### src/rtl/hbm_channel_rx.sv
// hbm_channel_rx: HBM channel beat receiver with FWFT FIFO, burst tagging and a saturating beat count.
// Optional even-parity checking on received beats is enabled by defining HBM_RX_PARITY_EN.
module hbm_channel_rx #(
    parameter int DATA_WIDTH = 256,
    parameter int FIFO_DEPTH = 8,
    parameter int BURST_LEN  = 4
) (
    input  logic                  clk,
    input  logic                  rst,
    input  logic                  rx_enable,
    input  logic                  hbm_valid,
    input  logic [DATA_WIDTH-1:0] hbm_dq,
`ifdef HBM_RX_PARITY_EN
    input  logic                  hbm_parity,
    output logic [15:0]           parity_err_count,
`endif
    output logic                  hbm_ready,
    output logic                  out_valid,
    output logic [DATA_WIDTH-1:0] out_data,
    output logic                  out_last,
    input  logic                  out_ready,
    output logic                  busy,
    output logic [31:0]           beat_count
);
    localparam int AW = $clog2(FIFO_DEPTH);
    localparam int CW = AW + 1;
    localparam int BW = (BURST_LEN > 1) ? $clog2(BURST_LEN) : 1;

    typedef enum logic [1:0] {IDLE, STREAM, DRAIN} state_t;

    state_t                state_q, state_d;
    logic [AW-1:0]         wr_ptr_q, wr_ptr_d, rd_ptr_q, rd_ptr_d;
    logic [CW-1:0]         count_q, count_d;
    logic [BW-1:0]         burst_q, burst_d;
    logic [31:0]           beat_q, beat_d;
    logic [DATA_WIDTH-1:0] data_mem_q [FIFO_DEPTH];
    logic [FIFO_DEPTH-1:0] last_mem_q;
    logic                  push, pop, empty, last_in;
`ifdef HBM_RX_PARITY_EN
    logic [15:0]           perr_q, perr_d;
`endif

    // Handshakes and status are decoded from registered state only
    assign empty      = count_q == '0;
    assign hbm_ready  = (state_q == STREAM) && (count_q < CW'(FIFO_DEPTH));
    assign push       = hbm_valid && hbm_ready;
    assign pop        = out_valid && out_ready;
    assign out_valid  = !empty;
    assign out_data   = data_mem_q[rd_ptr_q];
    assign out_last   = !empty && last_mem_q[rd_ptr_q];
    assign busy       = (state_q != IDLE) || !empty;
    assign beat_count = beat_q;
    assign last_in    = burst_q == BW'(BURST_LEN - 1);
`ifdef HBM_RX_PARITY_EN
    assign parity_err_count = perr_q;
`endif

    // Next-state: accept while enabled, then drain buffered beats before idling
    always_comb begin
        state_d = state_q;
        case (state_q)
            IDLE:    state_d = rx_enable ? STREAM : IDLE;
            STREAM:  state_d = rx_enable ? STREAM : DRAIN;
            DRAIN:   state_d = empty ? IDLE : DRAIN;
            default: state_d = IDLE;
        endcase
    end

    // FIFO pointers, occupancy, burst position and saturating counters
    always_comb begin
        wr_ptr_d = push ? wr_ptr_q + AW'(1) : wr_ptr_q;
        rd_ptr_d = pop ? rd_ptr_q + AW'(1) : rd_ptr_q;
        count_d  = count_q + CW'(push) - CW'(pop);
        burst_d  = (state_q != STREAM) ? '0 : push ? (last_in ? '0 : burst_q + BW'(1)) : burst_q;
        beat_d   = beat_q + 32'(push && (beat_q != '1));
`ifdef HBM_RX_PARITY_EN
        perr_d   = perr_q + 16'(push && (^{hbm_dq, hbm_parity}) && (perr_q != '1));
`endif
    end

    // Control registers with synchronous reset; reset discards all buffered beats
    always_ff @(posedge clk) begin
        if (rst) begin
            state_q  <= IDLE;
            wr_ptr_q <= '0;
            rd_ptr_q <= '0;
            count_q  <= '0;
            burst_q  <= '0;
            beat_q   <= '0;
`ifdef HBM_RX_PARITY_EN
            perr_q   <= '0;
`endif
        end else begin
            state_q  <= state_d;
            wr_ptr_q <= wr_ptr_d;
            rd_ptr_q <= rd_ptr_d;
            count_q  <= count_d;
            burst_q  <= burst_d;
            beat_q   <= beat_d;
`ifdef HBM_RX_PARITY_EN
            perr_q   <= perr_d;
`endif
        end
    end

    // Beat storage; contents need no reset since occupancy gates visibility
    always_ff @(posedge clk) begin
        if (push) begin
            data_mem_q[wr_ptr_q] <= hbm_dq;
            last_mem_q[wr_ptr_q] <= last_in;
        end
    end
endmodule

### config.mk
export PLATFORM = sky130hd
export DESIGN_NAME = hbm_channel_rx
export DESIGN_NICKNAME = d
export VERILOG_FILES = /design/src/rtl/hbm_channel_rx.sv
export SDC_FILE = /design/constraint.sdc
export NUM_CORES = 2
export LEC_CHECK = 0
export BUFFER_PORTS_ARGS = -buffer_cell sky130_fd_sc_hd__buf_2
export CAP_MARGIN = 25
export CORE_ASPECT_RATIO = 0.75
export CORE_UTILIZATION = 40
export DETAILED_ROUTE_END_ITERATION = 7
export SLEW_MARGIN = 20
export SYNTH_ARGS = -nofsm -noshare
export SYNTH_HDL_FRONTEND = slang
export SYNTH_SLANG_ARGS = --single-unit
### constraint.sdc
create_clock -name clk -period 55.5 [get_ports clk]
set_input_delay 5.55 -clock clk [delete_from_list [all_inputs] [get_ports clk]]
set_output_delay 5.55 -clock clk [all_outputs]
set_load 0.005 [all_outputs]
==> impl_results.md <==
* Status: complete, no violations
* Worst hold stages at 2
* Fmax achieved at 90.38 MHz
* Number of I/O port buffers at 552
* Most frequent cells in the layout: edfxtp_1, buf_2, mux4_2
* Slew HR at 21.43%
* Yosys reg bits at 2,105
* R2R Path End: data_mem_q[7][202]$_DFFE_PP_
* Clk slew on worst S/H paths at 0.06 ns
* R2R Path Start: state_q[1]$_SDFF_PP0_
* Die Footprint at 199,800 µm²
* Async S/R FF share, synth at 0%
* Post-route ant nets at 0
* Area delta synth->final at 16.00%
* CP startpoint kind: flop
* Vias at 35,470
* CTS tree: built
* Worst R2R Setup Slack at 51.04 ns
* Synth cell types at 44
* Ys Warns at 0
* Post-synth EDFFs at 2,056
* Final worst setup slack at 44.44 ns
* Clock Latency Late Sink at 0.82 ns
* Hold_buf cts at 0
* Peak supply drop at 0.02915 mV
* CP Capture Type: primary output
* Fin cells at 6,721
* Clk_skew at 0.03585 ns
* DRT Pass-1 Iters at 5
* RePlAce Congestion at 0.7623
* Worst Path Class, Setup: flop to primary output
* Leak pwr at 28.80 nW
* Crit path max fanout at 65
* Hpwl dp at 92.75 mm
* CTS Buf Count at 209
* Post-CTS Setup Inserts at 0
* Clk sinks at 2,105
* Max-slew violation count at 0
* H-tree depth at 4
* Commonest non-fill, non-tap cell in the layout: edfxtp_1
* Prevailing post-synth register cell: edfxtp_1
* Drt via density at 5.277
* Die W at 515.9 µm
* Max cap viols at 0
* Via count of the first global-routing pass at 36,610
* Hold path start: beat_count[23]$_SDFF_PP0_
* Core area at 196,900 µm²
* Global route overflow at 0
* Final setup viols at 0
* CTS max path bufs at 4
* Worst Path Required at 49.95 ns
* Num ports at 553
* Post-layout net count at 4,180
* R2R depth at 7
* CTS root buffer: clkbuf_16
* Drt first-iter violations at 2,708
* Inst Count DP at 6,341
* Post-route setup TNS at 0 ns
* HP Class: flop to flop
* Min-Delay Endpoint: beat_count[23]$_SDFF_PP0_
* Fin crit period at 11.06 ns
* Worst-Margin Slew at 1.179 ns
* Post-Syn Instances at 3,236
* Drc violations at 0
* RSZ-0062 raised after global routing: false
* Layout cells sized above 1 at 41.79%
* Antenna violations before repair at 64
* Largest net degree at the start of global routing at 157
* Dpl ws at 45.20 ns
* Std cell rows at 141
* Netlist Area Pre-Place at 79,220 µm²
* Worst EP arrival at 5.51 ns
* Final worst-path cycle share at 19.94%
* Synth Area per Inst at 24.48 µm²
* All-Layer GR Usage at 16.87%
* PostCTS Resize Cnt at 0
* Routed len/inst at 25.38 µm
* Routed WL at 170.6 mm
* Hold Violations, Final at 0
* Synth Net Count at 3,508
* Initial Util at 40.23%
* PwrDens at 41.42 nW/µm²
* Die span in y at 387.4 µm
* First-pass GRT wire length at 250.4 mm
* Post-synthesis sequential area ratio at 79.18%
## stage by stage
step                      hold slack [ns]  power [mW]  instance area [µm²]  util (%)
after floorplan                    0.4530       2.271                79220         -
after global placement             0.4687       2.476                85230     43.29
after detailed placement           0.4855       2.480                85230     43.29
after CTS                          0.4960       3.863                91830     46.64
after global routing               0.5225       3.958                91880     46.67
final                              0.4945       3.806                91890     46.67
## synth_stat cells, drive strengths merged (6+ instances only)
| cell | n | area, µm² |
|---|---|---|
| a21oi | 20 | 100.1 |
| buf | 77 | 376.6 |
| clkbuf | 78 | 322.8 |
| dfxtp | 49 | 980.9 |
| edfxtp | 2056 | 61740 |
| ha | 10 | 125.1 |
| inv | 12 | 45.04 |
| mux2 | 258 | 2905 |
| mux4 | 514 | 11580 |
| nand2 | 20 | 75.07 |
| nand3 | 10 | 50.05 |
| nand4 | 12 | 117.6 |
| nor2 | 29 | 108.9 |
| nor3 | 6 | 30.03 |
| o31ai | 11 | 82.58 |
| or3 | 8 | 56.31 |
| or4 | 11 | 82.58 |
| xnor2 | 8 | 70.07 |
| xor2 | 10 | 87.58 |
## worst max-delay path: stages, from the launching register on
cell and delay (ns):
dfxtp_4 0.57, buf_4 0.74, buf_4 0.72, buf_4 0.84, buf_4 0.70, mux4_2 0.40
mux2_2 0.27, buf_2 0.18
## area by class of cell
class                   count  area [µm²]
fillers                 16180      105000
clock inverters           109        1047
inverters                  12       45.04
clock buffers             260        5557
multi-input cells         964       15800
repair buffers            616        3376
well taps                2645        3309
flip-flops and latches   2105       62730
diodes                     10       25.02
## power by group
group	total, mW	internal [mW]	switching [mW]
Combinational	0.659	0.354	0.305
Clock	1.37	0.792	0.582
Sequential	1.77	1.76	0.0148
Total	3.81	2.90	0.902
## per-layer routing
metal  vias up  global-route usage [%]  part of all wire (%)
met5         -                       0                  0.24
met4        66                   4.028                   2.1
met3       329                   4.970                   7.3
met2       958                   26.11                    47
met1     18900                   23.51                    43
li1      15220                       -                     -
## kinds of logic (layout without fill, tap and decap cells)
kind of cell	Yosys count	in the layout	synth area share (%)
AO/OA/AOI/OAI	39	39	0.2954
other	0	10	0
buffers and inverters	167	997	0.9398
AND/OR/NAND/NOR	122	122	0.9003
adder cells (fa/ha/maj)	11	11	0.1832
multiplexers	774	774	18.31
XOR/XNOR	18	18	0.1990
flip-flops	2105	2105	79.18
## sequential cells by signal, summed over array words and instances (netlist names), named ones only
| register | count |
|---|---|
| count_q | 4 |
| beat_count | 32 |
| rd_ptr_q | 3 |
| state_q | 2 |
| last_mem_q | 8 |
| wr_ptr_q | 3 |
| data_mem_q | 2048 |
| burst_q | 2 |
## worst max-delay path by stage
stage	start	end	slack (ns)	cells past startpoint
2_1_floorplan	hbm_valid	data_mem_q[1][0]$_DFFE_PP_	21.73	4
3_3_place_gp	flop	out_data[51]	45.25	6
3_5_place_dp	flop	out_data[51]	45.20	6
4_1_cts	flop	out_data[51]	44.27	6
5_1_grt	flop	out_data[216]	44.01	6
6_report	flop	out_data[91]	44.44	7
(Power assumes the default switching activity.)
